$ cat src/rtl/fpmul_pad_pkg.sv
// Shared pad-link bit positions, FSM state type and beat constants for the fpmul host.
package fpmul_pad_pkg;

    localparam int PAD_OUT_W     = 23;
    localparam int PAD_IN_W      = 12;

    localparam int DATA_LSB      = 0;
    localparam int IDX_LSB       = 16;
    localparam int STB_BIT       = 18;
    localparam int GO_BIT        = 19;

    localparam int RB_LSB        = 0;
    localparam int RIDX_LSB      = 8;
    localparam int RVLD_BIT      = 10;
    localparam int BUSY_BIT      = 11;

    localparam int NUM_OP_BEATS  = 4;
    localparam int NUM_RES_BYTES = 4;

    typedef enum logic [2:0] {
        ST_IDLE,
        ST_SEND,
        ST_GAP,
        ST_GO,
        ST_WAIT,
        ST_RESP
    } state_t;

    // Assemble one io_in word; [22:20] are always driven low.
    function automatic logic [PAD_OUT_W-1:0] pad_word(input logic go, input logic stb,
                                                       input logic [1:0] idx,
                                                       input logic [15:0] data);
        logic [PAD_OUT_W-1:0] w;
        w                    = '0;
        w[DATA_LSB +: 16]    = data;
        w[IDX_LSB +: 2]      = idx;
        w[STB_BIT]           = stb;
        w[GO_BIT]            = go;
        return w;
    endfunction

endpackage

$ cat src/rtl/fpmul_pad_insync.sv
// Input capture for the chip's io_out bus: one register, or a 2-flop synchronizer
// when FPMUL_HOST_SYNC_EN is defined.
module fpmul_pad_insync #(
    parameter int W = 12
) (
    input  logic         clk,
    input  logic         rst,
    input  logic [W-1:0] d,
    output logic [W-1:0] q
);

`ifdef FPMUL_HOST_SYNC_EN
    logic [W-1:0] meta;

    always_ff @(posedge clk or posedge rst) begin
        if (rst) begin
            meta <= '0;
            q    <= '0;
        end else begin
            meta <= d;
            q    <= meta;
        end
    end
`else
    always_ff @(posedge clk or posedge rst) begin
        if (rst) q <= '0;
        else     q <= d;
    end
`endif

endmodule

$ cat src/rtl/fpmul_pad_host.sv
// Host side of the fpmul pad link: serializes an operand pair onto io_in, strobes GO,
// gathers the four result bytes from io_out. Optional macro: FPMUL_HOST_SYNC_EN.
module fpmul_pad_host #(
    parameter int BEAT_HOLD   = 2,
    parameter int GAP_CYC     = 1,
    parameter int TIMEOUT_CYC = 255
) (
    input  logic        wb_clk_i,
    input  logic        wb_rst_i,
    input  logic        req_valid,
    output logic        req_ready,
    input  logic [31:0] req_a,
    input  logic [31:0] req_b,
    output logic        rsp_valid,
    input  logic        rsp_ready,
    output logic [31:0] rsp_result,
    output logic        rsp_timeout,
`ifdef FPMUL_HOST_SYNC_EN
    output logic        busy_seen,
`endif
    output logic [22:0] pad_out,
    input  logic [11:0] pad_in
);
    import fpmul_pad_pkg::*;

    localparam int TW = $clog2(TIMEOUT_CYC + 1);
    localparam logic [3:0]    HOLD_LAST = 4'(BEAT_HOLD - 1);
    localparam logic [3:0]    GAP_LAST  = 4'((GAP_CYC > 0) ? GAP_CYC - 1 : 0);
    localparam logic [TW-1:0] TMO_LAST  = TW'(TIMEOUT_CYC - 1);
    localparam logic [1:0]    LAST_BEAT = 2'(NUM_OP_BEATS - 1);

    state_t          state, state_nxt;
    logic [3:0]      hold_cnt, hold_nxt;
    logic [1:0]      beat, beat_nxt;
    logic [63:0]     op_sr, op_sr_nxt;
    logic [TW-1:0]   tmo_cnt, tmo_nxt;
    logic [3:0]      mask, mask_nxt;
    logic [31:0]     res_q, res_nxt;
    logic            tmo_flag, tmo_flag_nxt;
    logic            rdy_q;
    logic            accept;
    logic [11:0]     pad_s;
    logic            in_vld;
    logic [1:0]      in_idx;
    logic [7:0]      in_byte;

    fpmul_pad_insync #(.W(PAD_IN_W)) u_insync (
        .clk (wb_clk_i),
        .rst (wb_rst_i),
        .d   (pad_in),
        .q   (pad_s)
    );

    assign in_vld  = pad_s[RVLD_BIT];
    assign in_idx  = pad_s[RIDX_LSB +: 2];
    assign in_byte = pad_s[RB_LSB +: 8];
    assign accept  = (state == ST_IDLE) && rdy_q && req_valid;

    always_ff @(posedge wb_clk_i or posedge wb_rst_i) begin
        if (wb_rst_i) begin
            state    <= ST_IDLE;
            hold_cnt <= '0;
            beat     <= '0;
            op_sr    <= '0;
            tmo_cnt  <= '0;
            mask     <= '0;
            res_q    <= '0;
            tmo_flag <= 1'b0;
            rdy_q    <= 1'b0;
        end else begin
            state    <= state_nxt;
            hold_cnt <= hold_nxt;
            beat     <= beat_nxt;
            op_sr    <= op_sr_nxt;
            tmo_cnt  <= tmo_nxt;
            mask     <= mask_nxt;
            res_q    <= res_nxt;
            tmo_flag <= tmo_flag_nxt;
            rdy_q    <= (state_nxt == ST_IDLE);
        end
    end

    always_comb begin
        state_nxt    = state;
        hold_nxt     = hold_cnt;
        beat_nxt     = beat;
        op_sr_nxt    = op_sr;
        tmo_nxt      = tmo_cnt;
        mask_nxt     = mask;
        res_nxt      = res_q;
        tmo_flag_nxt = tmo_flag;
        case (state)
            ST_IDLE: begin
                if (accept) begin
                    op_sr_nxt = {req_b, req_a};
                    beat_nxt  = '0;
                    hold_nxt  = '0;
                    state_nxt = ST_SEND;
                end
            end
            ST_SEND: begin
                if (hold_cnt == HOLD_LAST) begin
                    hold_nxt = '0;
                    if (beat == LAST_BEAT) begin
                        state_nxt = ST_GO;
                    end else if (GAP_CYC == 0) begin
                        beat_nxt  = beat + 2'd1;
                        op_sr_nxt = op_sr >> 16;
                    end else begin
                        state_nxt = ST_GAP;
                    end
                end else begin
                    hold_nxt = hold_cnt + 4'd1;
                end
            end
            ST_GAP: begin
                // The halfword stays on the bus through the gap; shift only when moving on.
                if (hold_cnt == GAP_LAST) begin
                    hold_nxt  = '0;
                    beat_nxt  = beat + 2'd1;
                    op_sr_nxt = op_sr >> 16;
                    state_nxt = ST_SEND;
                end else begin
                    hold_nxt = hold_cnt + 4'd1;
                end
            end
            ST_GO: begin
                if (hold_cnt == HOLD_LAST) begin
                    hold_nxt  = '0;
                    mask_nxt  = '0;
                    tmo_nxt   = '0;
                    res_nxt   = '0;
                    state_nxt = ST_WAIT;
                end else begin
                    hold_nxt = hold_cnt + 4'd1;
                end
            end
            ST_WAIT: begin
                tmo_nxt = tmo_cnt + 1'b1;
                if (in_vld) begin
                    mask_nxt[in_idx]       = 1'b1;
                    res_nxt[in_idx*8 +: 8] = in_byte;
                end
                // A byte completing the mask wins over an expiring timeout.
                if (mask_nxt == 4'hF) begin
                    tmo_flag_nxt = 1'b0;
                    state_nxt    = ST_RESP;
                end else if (tmo_cnt == TMO_LAST) begin
                    tmo_flag_nxt = 1'b1;
                    state_nxt    = ST_RESP;
                end
            end
            ST_RESP: begin
                if (rsp_ready) state_nxt = ST_IDLE;
            end
            default: state_nxt = ST_IDLE;
        endcase
    end

    always_comb begin
        pad_out = '0;
        case (state)
            ST_SEND: pad_out = pad_word(1'b0, 1'b1, beat, op_sr[15:0]);
            ST_GAP:  pad_out = pad_word(1'b0, 1'b0, beat, op_sr[15:0]);
            ST_GO:   pad_out = pad_word(1'b1, 1'b0, 2'd0, 16'd0);
            default: pad_out = '0;
        endcase
    end

    assign req_ready   = rdy_q;
    assign rsp_valid   = (state == ST_RESP);
    assign rsp_result  = res_q;
    assign rsp_timeout = tmo_flag;

`ifdef FPMUL_HOST_SYNC_EN
    always_ff @(posedge wb_clk_i or posedge wb_rst_i) begin
        if (wb_rst_i)                                   busy_seen <= 1'b0;
        else if (accept)                                busy_seen <= 1'b0;
        else if (state == ST_WAIT && pad_s[BUSY_BIT])   busy_seen <= 1'b1;
    end
`endif

endmodule
$ cat config.mk
export PLATFORM = sky130hd
export DESIGN_NAME = fpmul_pad_host
export DESIGN_NICKNAME = d
export VERILOG_FILES = /design/src/rtl/fpmul_pad_pkg.sv /design/src/rtl/fpmul_pad_insync.sv /design/src/rtl/fpmul_pad_host.sv
export SDC_FILE = /design/constraint.sdc
export NUM_CORES = 1
export LEC_CHECK = 0
export ABC_AREA = 1
export CORE_MARGIN = 3
export CORE_UTILIZATION = 52
export CTS_CLUSTER_DIAMETER = 150
export DETAILED_ROUTE_END_ITERATION = 16
export MAX_ROUTING_LAYER = met4
export PLACE_DENSITY = 0.82
export SLEW_MARGIN = 20
export SYNTH_ARGS = -nofsm -noshare
export SYNTH_HDL_FRONTEND = slang
export SYNTH_SLANG_ARGS = --single-unit
$ cat constraint.sdc
create_clock -name wb_clk_i -period 9.01 [get_ports wb_clk_i]
set_input_delay 1.3515 -clock wb_clk_i [delete_from_list [all_inputs] [get_ports wb_clk_i]]
set_output_delay 1.3515 -clock wb_clk_i [all_outputs]
set_load 0.02 [all_outputs]
==> summary.txt, run 1 <==
Clock network
  • CTS Buffer Depth: 2
  • H-tree Lvls: 4
  • Clock transition at path regs: about 50 ps
  • CTS Root Cell: clkbuf_16
  • Hold Buf Count CTS: 0
  • TritonCTS clock tree: yes
  • Num CTS Buffers: 17
  • Clock sink count: 130
  • Post-CTS setup buffers: 0
  • Post-cts resize count: 0
  • Clock Latency Late Sink: 420 ps

Routing
  • Highest metal used: met4
  • DR vias/cell: between 5 and 6
  • Pre-antenna DRT Iters: 5
  • Total wire length: approximately 15000 um
  • Antenna viol nets, final: 0
  • Met2 wire length: 7320 um
  • 1st-iter DRT viols: 363
  • Met3 WL: ~670 um
  • Post-Route M1 WL: approximately 6700 um
  • Vias: between 5k and 6k
  • DRC: 0
  • Post-detailed-route wirelength per cell: 15.0 um

Worst hold path
  • WHS Path Cells: 2
  • Hold Crit Class: register to register

Synthesis
  • Number of distinct library cells after synthesis: 31
  • Most numerous cell in the Yosys netlist: nand2_1
  • Asr flop ratio synth: 100%
  • Cells after Synth: 720
  • Ys flop type: dfrtp_1
  • Post-synth EDFFs: 0
  • Cell Area, Synth: 0.00622 sq mm
  • Leading area contributor after synthesis: dfrtp_1
  • Warnings from Yosys: 0
  • Top post-synthesis cells by area: dfrtp_1 (52%), nand2_1 (9.7%), inv_1 (6.5%)
  • Yosys reg bits: 130
  • Sequential share of the synthesized area: 52.3%
  • Post-Syn Area per Cell: 8.64 sq um
  • Top cells by count, synth: nand2_1 (160), dfrtp_1 (130), inv_1 (108)
  • Area share of the largest cell type after synthesis: between 50% and 60%

Worst setup path
  • Reg2reg path depth: 7
  • Critical Path RT: around 7700 ps
  • Crit path max fanout: 18
  • Startpoint types: register
  • WP data arrival: 2700 ps
  • WS Path Type: register to primary output
  • Setup crit end kind: primary output

Final layout
  • Final core utilization: 69.8%
  • Layout net count: 934
  • Design Area, Final: 0.00808 sq mm
  • Area of the multi-input gates: ~0.0023 sq mm
  • Area grow syn2layout: 29.9%
  • Sequential cell area: around 0.0033 sq mm
  • Diode count: 0
  • Layout cell share with drive strength beyond 1: under 10%
  • Layout fillers: 884

Global route
  • First-pass GRT wire length: around 25000 um
  • GR Overflow Total: 0
  • GR Util All Layers: between 20% and 30%
  • Initial antenna violation count: 0
  • Largest net degree at the start of global routing: 101
  • Vias in the first global route: 5150

Placed design
  • DP Area: approximately 0.0076 sq mm
  • Final GP Congestion: between 0.8 and 0.9
  • Port Buffers: about 130
  • HPWL Detailed: ~10000 um

STA
  • Fmax achieved: 247 MHz
  • Worst slew margin: 36.8%
  • Total Neg Setup Slack: 0 ps
  • Tcrit/Tclk final: around 45%
  • Final max-slew violation count: 0
  • Worst Tran Pin Value: 948 ps
  • Final min period: ~4100 ps
  • Final Hold Vio Count: 0
  • RSZ-0062 raised after global routing: false
  • Setup Skew: 11.0 ps
  • Setup Viol. Count Final: 0
  • Worst hold slack: 486 ps

Status
  • Outcome: finished, final reports clean

Floorplanning
  • CORE AREA: between 0.01 and 0.015 sq mm
  • Die Y: 115 um
  • Site row count: 39
  • Initial Util: between 50% and 60%
  • Die width: 115 um
  • IO Pins: 138
  • Full die area: 0.0133 sq mm

Run
  • Max cap viols: 0

Power
  • Final Power: 2.16 mW
  • Maximum VDD drop: 0.151 mV
  • PD cells: 267 mW/mm^2
  • LEAKAGE: 3.64 nW
## cells by family after synthesis
logic type	synth area share [%]
flip-flops	52.3
AND/OR/NAND/NOR	19.3
AO/OA/AOI/OAI	15.6
adder cells (fa/ha/maj)	2.21
buffers and inverters	10.1
XOR/XNOR	0.423
other	0.0603
## metrics by stage
step / worst slack, ps / std cells
3_5_place_dp: 5350 / 967
5_1_grt: 4730 / 998
2_1_floorplan: 4190 / 722
4_1_cts: 4900 / 998
3_3_place_gp: 5370 / 967
6_report: 4960 / 998
## power by group
part | total [mW] | internal (mW) | switching, mW
logic | 0.738 | 0.263 | 0.475
clock network | 0.599 | 0.358 | 0.241
registers | 0.822 | 0.751 | 0.0711
## flip-flops by register name (all words and copies together), names as in the netlist
signal / cells
req_ready: 1
state: 3
rsp_result: 32
u_insync.q: 11
tmo_cnt: 8
mask: 4
rsp_timeout: 1
beat: 2
hold_cnt: 4
op_sr: 64
## metal layers
metal  vias to the layer above  GRT usage [%]
met1                      2494           32.5
met5                         -              -
met2                       153           38.2
met4                         0           8.53
met3                        29           5.16
li1                       2558              -
## path summary, 6_finish.rpt
path	startpoint	end	slack (ps)
max	state[0]	pad_out[11]	4960
min	rsp_result[8]	rsp_result[8]	490
max reg2reg	hold_cnt[0]	op_sr[16]	6540
min reg2reg	rsp_result[8]	rsp_result[8]	490
max in group asynchronous	wb_rst_i	op_sr[5]	6250
min in group asynchronous	wb_rst_i	rsp_result[24]	1430
## critical path: stages (launching register included)
cell and delay [ps]:
dfrtp_1 530, nand2_1 120, nor2_1 200, inv_1 90
nand2_1 70, clkinv_1 390, nor2_1 240, clkdlybuf4s50_1 650
## layout by cell type, fill, tap and decap left out, drive strengths merged
cell type	netlist	routed
o22ai	3	3
clkinv	1	10
nand2	168	168
conb	1	3
nor3	1	1
clkinvlp	0	3
buf	21	3
o32ai	1	1
nand3b	1	1
ha	11	11
o21ai	104	104
inv	112	112
a21oi	3	3
xor2	3	3
o211ai	48	48
dfrtp	130	130
clkdlybuf4s50	0	133
nand3	31	31
nor2	51	51
or3	8	8
clkbuf	13	19
nand4	9	9
## area by class of cell
type                    instances  area share, %
flip-flops and latches        130           40.3
inverters                     113           5.28
clock buffers                  19           5.61
clock inverters                12          0.836
well taps                     143           2.21
repair buffers                136           16.8
multi-input cells             445           29.0
Note: power is estimated with default switching activity, not from simulation.
==> inputs of run 2 (changes only) <==
CORE_UTILIZATION = 51   (was 52)
PLACE_DENSITY = 0.81   (was 0.82)
clock period = 4.2 ns   (was 9.01 ns; I/O delays follow)
==> summary.txt, run 2 (synthesis results as in run 1) <==
Final layout
  • Layout net count: ~940
  • Max FFs per register: 64
  • Final core utilization: a little over two thirds
  • Layout fillers: 866
  • Sequential cell area: 0.00325 sq mm
  • Most frequent cells in the layout: nand2_1 (160), clkdlybuf4s50_1 (133), dfrtp_1 (130), inv_1 (107), o21ai_0 (68)
  • Area grow syn2layout: 31.9%
  • Area of the multi-input gates: 0.00234 sq mm
  • Commonest non-fill, non-tap cell in the layout: nand2_1
  • Layout cell share with drive strength beyond 1: under 10%
  • Reg with most FFs: op_sr
  • Diode count: 0

Worst setup path
  • Reg2reg path depth: 7
  • Startpoint types: register
  • R2R Path Start: hold_cnt[0]
  • Crit path max fanout: 18
  • WP data arrival: about 2700 ps
  • Internal reg-to-reg setup slack: 1520 ps
  • Critical Path RT: around 3600 ps
  • CP max stage cell: clkdlybuf4s50_1
  • Launch point of the worst path: state[0]
  • Highest cell delay on the worst timing path: 650 ps
  • Worst path cell trace: nand2_1, nor2_1, inv_1, nand2_1, clkinv_1, nor2_1, clkdlybuf4s50_1
  • Setup crit end kind: primary output
  • WS Path Type: register to primary output

Worst hold path
  • WHS Path Cells: 2
  • Hold Crit Class: register to register
  • HP Start: rsp_result[7]

Routing
  • DRC: 0
  • Total wire length: 14800 um
  • Post-detailed-route wirelength per cell: about 15 um
  • 1st-iter DRT viols: 379
  • Vias: 5217
  • DR vias/cell: 5.22
  • Antenna viol nets, final: 0
  • Pre-antenna DRT Iters: 5

Floorplanning
  • Full die area: around 0.014 sq mm
  • Die Y: 116 um
  • Die width: 116 um
  • Initial Util: between 50% and 60%
  • CORE AREA: 0.0117 sq mm
  • IO Pins: 138
  • Site row count: 39

Clock network
  • H-tree Lvls: 4
  • Clock transition at path regs: 60 ps
  • Clock Latency Late Sink: 420 ps
  • Clock sink count: 130
  • Post-cts resize count: 0
  • CTS Root Cell: clkbuf_16
  • CTS Buffer Depth: 2
  • Num CTS Buffers: 17
  • TritonCTS clock tree: yes
  • Hold Buf Count CTS: 0
  • Post-CTS setup buffers: 0

Global route
  • First-pass GRT wire length: 24000 um
  • GR Util All Layers: 23.4%
  • GR Overflow Total: 0
  • Largest net degree at the start of global routing: between 100 and 150
  • Initial antenna violation count: 0
  • Vias in the first global route: 4977

Status
  • Outcome: finished, final reports clean

STA
  • Worst slew margin: 27.4%
  • Tcrit/Tclk final: 79.4%
  • Total Neg Setup Slack: 0 ps
  • Final min period: 3330 ps
  • Fmax achieved: 300 MHz
  • Setup Viol. Count Final: 0
  • Worst Tran Pin Value: ~1100 ps
  • Final max-slew violation count: 0
  • Final Hold Vio Count: 0
  • RSZ-0062 raised after global routing: false
  • Setup Skew: 6.98 ps

Power
  • PD cells: 600 mW/mm^2
  • Maximum VDD drop: 0.269 mV
  • LEAKAGE: 3.69 nW

Placed design
  • Final GP Congestion: 0.903
  • Port Buffers: 133
  • HPWL Detailed: between 10000 and 15000 um

Run
  • Max cap viols: 0
[run 2: cell count changes in the layout (fill, tap and decap cells not counted)]
cell,previous run,this run
clkinvlp_4,3,2
clkbuf_8,2,0
inv_8,0,2
clkinv_2,9,0
buf_12,0,1
bufinv_16,0,3
clkinv_4,0,3
inv_6,0,5
[run 2: per-stage QoR]
step	total power, mW	area [sq um]	setup slack [ps]	instances	hold WS [ps]
2_1_floorplan	2.89	6220	101	722	454
3_3_place_gp	3.28	7580	1380	968	471
3_5_place_dp	3.36	7580	1280	968	466
4_1_cts	4.94	8200	839	1000	490
5_1_grt	5.23	8200	522	1000	510
6_report	4.92	8200	867	1000	489
[run 2: critical path: cells and delay by family (launching register included)]
kind,cells,cell delay (ps)
flops,1,540
buf+inv,3,1120
simple gates,4,620
[run 2: layer usage]
| layer | up-vias | routed length, um | global-route usage, % |
|---|---|---|---|
| met5 | - | 0 | - |
| met4 | 0 | 136 | 5.49 |
| met3 | 13 | 799 | 5.54 |
| met2 | 158 | 7060 | 35.3 |
| met1 | 2471 | 6830 | 32.5 |
| li1 | 2575 | - | - |
[run 2: cell type report]
type                            instances  share of cell area, %
Multi-Input combinational cell        445                   28.6
Inverter                              113                   5.20
Sequential cell                       130                   39.7
Clock buffer                           17                   5.19
Tap cell                              143                   2.18
Clock inverter                         15                   2.41
Timing Repair Buffer                  137                   16.8
[run 2: where the power goes]
part           internal (mW)  switching (mW)  leakage, nW
combinational          0.574            1.03         1.71
clock                  0.953           0.599        0.299
sequential              1.61           0.156         1.68
total                   3.14            1.79         3.69
[run 2: final timing paths]
path / end
max in group asynchronous: tmo_cnt[0]
min in group asynchronous: op_sr[54]
setup reg to reg: op_sr[30]
hold reg to reg: rsp_result[7]
setup / recovery: pad_out[11]
hold / removal: rsp_result[7]
==> inputs of run 3 (changes only) <==
CORE_UTILIZATION = 46   (was 51)
PLACE_DENSITY = 0.77   (was 0.81)
clock period = 3 ns   (was 4.2 ns; I/O delays follow)
==> summary.txt, run 3 (synthesis results as in run 1) <==
Routing
  • Pre-antenna DRT Iters: 5
  • DR vias/cell: ~5.0
  • Vias: 5172
  • Post-detailed-route wirelength per cell: 14.1 um
  • DRC: 0
  • 1st-iter DRT viols: 296
  • Total wire length: 14600 um
  • Highest metal used: met4
  • Met2 wire length: 7060 um
  • Post-Route M1 WL: 6250 um
  • Met3 WL: 914 um
  • Antenna viol nets, final: 0

Final layout
  • Layout fillers: 1100
  • Layout net count: 938
  • Max FFs per register: 64
  • Layout Cells excl Fill: 1032
  • Final core utilization: 64.3%
  • Reg with most FFs: op_sr
  • Area of the multi-input gates: 0.00234 sq mm
  • Most frequent cells in the layout: nand2_1 (160), clkdlybuf4s50_1 (133), dfrtp_1 (129), inv_1 (107), o21ai_0 (68)
  • Commonest non-fill, non-tap cell in the layout: nand2_1
  • Layout cell share with drive strength beyond 1: 7.79%
  • Diode count: 0
  • Sequential cell area: 0.00325 sq mm
  • Area grow syn2layout: 33.7%

STA
  • Fmax achieved: approximately 360 MHz
  • Final min period: 2790 ps
  • Final Hold Vio Count: 0
  • Tcrit/Tclk final: 93.0%
  • Setup Viol. Count Final: 0
  • Total Neg Setup Slack: 0 ps
  • Worst slew margin: 60.3%
  • Worst hold slack: 468 ps
  • Worst Tran Pin Value: 589 ps
  • Setup Skew: between 8 and 9 ps
  • RSZ-0062 raised after global routing: false
  • Final max-slew violation count: 0

Clock network
  • Clock transition at path regs: 60 ps
  • CTS Root Cell: clkbuf_16
  • Clock sink count: 130
  • Num CTS Buffers: 17
  • CTS Buffer Depth: 2
  • H-tree Lvls: 4
  • Clock Latency Late Sink: between 400 and 500 ps
  • TritonCTS clock tree: yes

Power
  • LEAKAGE: 3.70 nW
  • Int Power: 4.53 mW
  • Sw Ratio: 34.8%
  • Clock Power Share: 31.7%
  • Maximum VDD drop: 0.589 mV
  • PD cells: 836 mW/mm^2
  • Logic pwr share: 32.7%
  • Flop pwr share: 35.6%
  • Final Power: 6.95 mW
  • Net Switching: approximately 2.4 mW

Placed design
  • Port Buffers: ~130
  • HPWL Detailed: 10200 um
  • Final GP Congestion: between 0.8 and 0.9
  • Inst Count DP: 1000

Worst setup path
  • WS Path Type: register to primary output
  • Kind of cell adding the most delay to the critical path: buffers and inverters
  • Internal reg-to-reg setup slack: 980 ps
  • Highest cell delay on the worst timing path: a little over 600 ps
  • Critical Path RT: 2550 ps
  • WP data arrival: about 2300 ps
  • Setup crit end kind: primary output
  • CP max stage cell: clkdlybuf4s50_1
  • Startpoint types: register
  • Crit path max fanout: 18
  • Worst path cell trace: inv_1, nand2_1, nor2_1, inv_1, nand2_1, clkinv_1, buf_4, nor2_1, clkdlybuf4s50_1
  • Worst path bufs/invs: 5

Worst hold path
  • Hold Crit Class: primary input to register

Global route
  • GR Overflow Total: 0
  • GR Util All Layers: 21.1%
  • First-pass GRT wire length: 23700 um
  • Initial antenna violation count: 0
  • Largest net degree at the start of global routing: 100
  • Vias in the first global route: approximately 5.0k

Run
  • Max cap viols: 0

Floorplanning
  • IO Pins: 138
  • Die width: 122 um
  • Site row count: 41
  • Full die area: between 0.01 and 0.015 sq mm
  • CORE AREA: 0.0129 sq mm
  • Die Y: 122 um
  • Initial Util: 48.1%

Status
  • Outcome: finished, final reports clean
-- run 3: cell types whose count changed in the layout (fill, tap and decap cells not counted) --
| cell | change |
|---|---|
| bufinv_16 | +1 |
| dfrtp_2 | +1 |
| inv_4 | -1 |
| buf_12 | +3 |
| clkbuf_8 | +2 |
| clkinvlp_4 | +5 |
| dfrtp_1 | -1 |
| clkinv_4 | -2 |
| clkinv_2 | +2 |
| inv_8 | -2 |
| inv_6 | -5 |
-- run 3: through the flow --
step | area (sq um) | setup WS (ps)
3_5_place_dp | 7670 | 587
4_1_cts | 8310 | 126
3_3_place_gp | 7670 | 611
5_1_grt | 8310 | 59.2
2_1_floorplan | 6230 | 807
6_report | 8310 | 211
-- run 3: layout make-up --
| cell class | instances | area share [%] |
|---|---|---|
| clock buffers | 19 | 5.45 |
| inverters | 113 | 5.15 |
| repair buffers | 140 | 17.2 |
| clock inverters | 13 | 2.21 |
| flip-flops and latches | 130 | 39.1 |
| well taps | 172 | 2.59 |
| multi-input cells | 445 | 28.2 |
-- run 3: path summary, 6_finish.rpt --
kind,start,cells past startpoint,endpoint
worst min-delay path,pad_in[4],1,u_insync.q[4]
max in group asynchronous,wb_rst_i,3,state[0]
worst max-delay path,state[1],9,pad_out[0]
min in group asynchronous,wb_rst_i,3,state[2]
worst min register to register,rsp_result[31],2,rsp_result[31]
worst max register to register,state[2],8,hold_cnt[2]
-- run 3: power by group through the flow --
stage          logic, mW  clock network (mW)  registers (mW)
2_1_floorplan       1.61                   0            2.44
5_1_grt             2.58                2.32            2.53
4_1_cts             2.31                2.23            2.47
3_5_place_dp        2.28                   0            2.50
3_3_place_gp        2.23                   0            2.48
6_report            2.27                2.20            2.47
-- run 3: worst reg2reg max path: stages (launching register included) --
cell and delay [ps]:
dfrtp_1 500, inv_2 150, nand2_1 100, nor2_4 460
buf_12 310, nand2_2 90, o21ai_1 150, nand2_1 90
o21ai_0 80
-- run 3: layer usage --
metal	vias up	GRT usage, %
met5	-	-
met4	0	9.10
met3	30	6.22
met2	146	33.2
met1	2415	25.4
li1	2581	-
-- run 3: timing repair --
action	in CTS	in global routing
endpoints found under the setup margin	0	1
hold buffers	0	0
setup buffers	0	0
resized for setup	0	1
==> patch: new RTL, config.mk and constraints of run 1 <==
The 6 states of `state_t` get a one-hot encoding in 6 bits.
--- a/src/rtl/fpmul_pad_pkg.sv
+++ b/src/rtl/fpmul_pad_pkg.sv
@@ -17,13 +17,13 @@
     localparam int NUM_OP_BEATS  = 4;
     localparam int NUM_RES_BYTES = 4;
 
-    typedef enum logic [2:0] {
-        ST_IDLE,
-        ST_SEND,
-        ST_GAP,
-        ST_GO,
-        ST_WAIT,
-        ST_RESP
+    typedef enum logic [5:0] {
+        ST_IDLE = 6'b000001,
+        ST_SEND = 6'b000010,
+        ST_GAP  = 6'b000100,
+        ST_GO   = 6'b001000,
+        ST_WAIT = 6'b010000,
+        ST_RESP = 6'b100000
     } state_t;
 
     // Assemble one io_in word; [22:20] are always driven low.
Behaviour: same outputs for any inputs over 10 cycles, from zero or initial values and one cycle with wb_rst_i high; not proved beyond that.
==> patch against run 1 <==
Clock skew fell by 0.0059 ns. Setup slack got worse by 0.069 ns. Final area rose by 9.4%. Non-clock buffer count fell by 1. Sequential cell count rose by 3. Maximum frequency fell by 1.7%. Sequential power rose by 2.7%. Routed wire length rose by 16%. Hold slack got worse by 0.012 ns. First-iteration DRC count rose by 69%. Power fell by 5.7%. Synthesized area rose by 11%. Core utilization fell by 0.68 points. Critical path depth rose by 1. Largest power group unchanged.
==> patch: results <==
set metrics [dict create \
    status "complete, no violations" \
    post_dp_cell_area_um2 8220 \
    vias_per_cell 5.158 \
    min_from "op_sr[13]" \
    synth_adder_area_share_pct 2.723 \
    place.gp.congestion 0.9100 \
    grt_pass1_wl_mm 28.41 \
    crit_arrival_ns 2.77 \
    dp_hpwl_mm 11.44 \
    ir_worst_vdd_v 0.0001058 \
    tightest_slew_ns 0.8968 \
    drt_wl_total_mm 17.46 \
    rrSetupSlack_ns 6.40 \
    cts-root-buf "clkbuf_16" \
    r2r-end "op_sr[31]" \
    fin_nets 1145 \
    grt_max_degree 70 \
    reg2reg_depth 9 \
    synth-xor-area-share_pct 0.2542 \
    grt_pass1_vias 6082 \
    swShare_pct 32.14 \
    finClkSkew_ns 0.005127 \
    min_to "op_sr[13]" \
    postCtsSetupBuffers 0 \
    fillers 1027 \
    whs_path_depth 2 \
    drive_gt1_share_pct 6.021 \
    synth_compound_area_share_pct 2.015 \
    drt_iter0_markers 615 \
    synthCells 934 \
    yosys-top-cells-count "461 x nand2_1, 132 x dfrtp_1, 66 x inv_1, 64 x nand3_1, 57 x nor2_1" \
    holdWs_ns 0.4735 \
    yosysSeqAreaShare_pct 48.31 \
    finalNonFillerCells 1235 \
]
==> patch: cell types whose count changed after synthesis, sizes merged, moves of 4 or more <==
cell and delta:
buf +12, o21ai -83, nand4 +22, o211ai -48, or3 -8, nor2 +13, ha +4, nor3 +10
inv -39, nand2 +300, clkbuf -6, nand3 +38
==> patch: power by group through the flow <==
stage	Clock, mW	Combinational (mW)	Sequential, mW
after floorplan	0	0.370	0.830
after global placement	0	0.472	0.842
after detailed placement	0	0.485	0.848
after CTS	0.714	0.492	0.840
after global routing	0.741	0.559	0.863
final	0.702	0.489	0.844
==> patch: worst max path at each step <==
stage                     startpoint     endpoint  slack (ns)  cells after the start
after floorplan             wb_rst_i      beat[0]        4.11                      1
after global placement      state[0]   pad_out[2]        5.37                      8
after detailed placement    state[0]  pad_out[16]        5.34                      8
after CTS                   state[0]  pad_out[16]        4.86                      8
after global routing        state[0]   pad_out[1]        4.70                      8
final                       state[0]  pad_out[16]        4.89                      8
==> patch: critical path, stage by stage (launching register included) <==
cell and delay (ns):
dfstp_2 0.55, nor2_4 0.05, nand2_2 0.09, inv_2 0.06, nand2_4 0.52, nand2_1 0.16, inv_2 0.26, nor2_1 0.07
clkdlybuf4s50_1 0.54
==> patch: metrics by stage <==
stage | util (%) | setup WS [ns] | power (mW)
6_report | 69.16 | 4.887 | 2.035
2_1_floorplan | - | 4.106 | 1.200
5_1_grt | 69.16 | 4.698 | 2.162
4_1_cts | 69.11 | 4.865 | 2.046
3_5_place_dp | 64.35 | 5.342 | 1.333
3_3_place_gp | 64.35 | 5.371 | 1.313
==> patch: cell type report <==
type                            count  share of cell area [%]
Timing Repair Buffer              135                   15.24
Tap cell                          172                   2.436
Sequential cell                   133                   37.69
Clock inverter                      8                   1.076
Clock buffer                       24                   5.792
Multi-Input combinational cell    689                   34.60
Inverter                           74                   3.172
==> patch: cell families after synthesis <==
family / after synthesis
buf+inv: 114
other cells: 1
compound gates: 26
xor+xnor: 2
fa+ha+maj: 15
flops: 133
simple gates: 643
==> patch: layer usage <==
metal | up-vias | part of all wire (%) | GRT usage, %
met2 | 215 | 49 | 40.71
met5 | - | 0 | -
met1 | 2982 | 43 | 30.67
met3 | 39 | 6.0 | 5.128
met4 | 0 | 2.7 | 11.33
li1 | 3134 | - | -
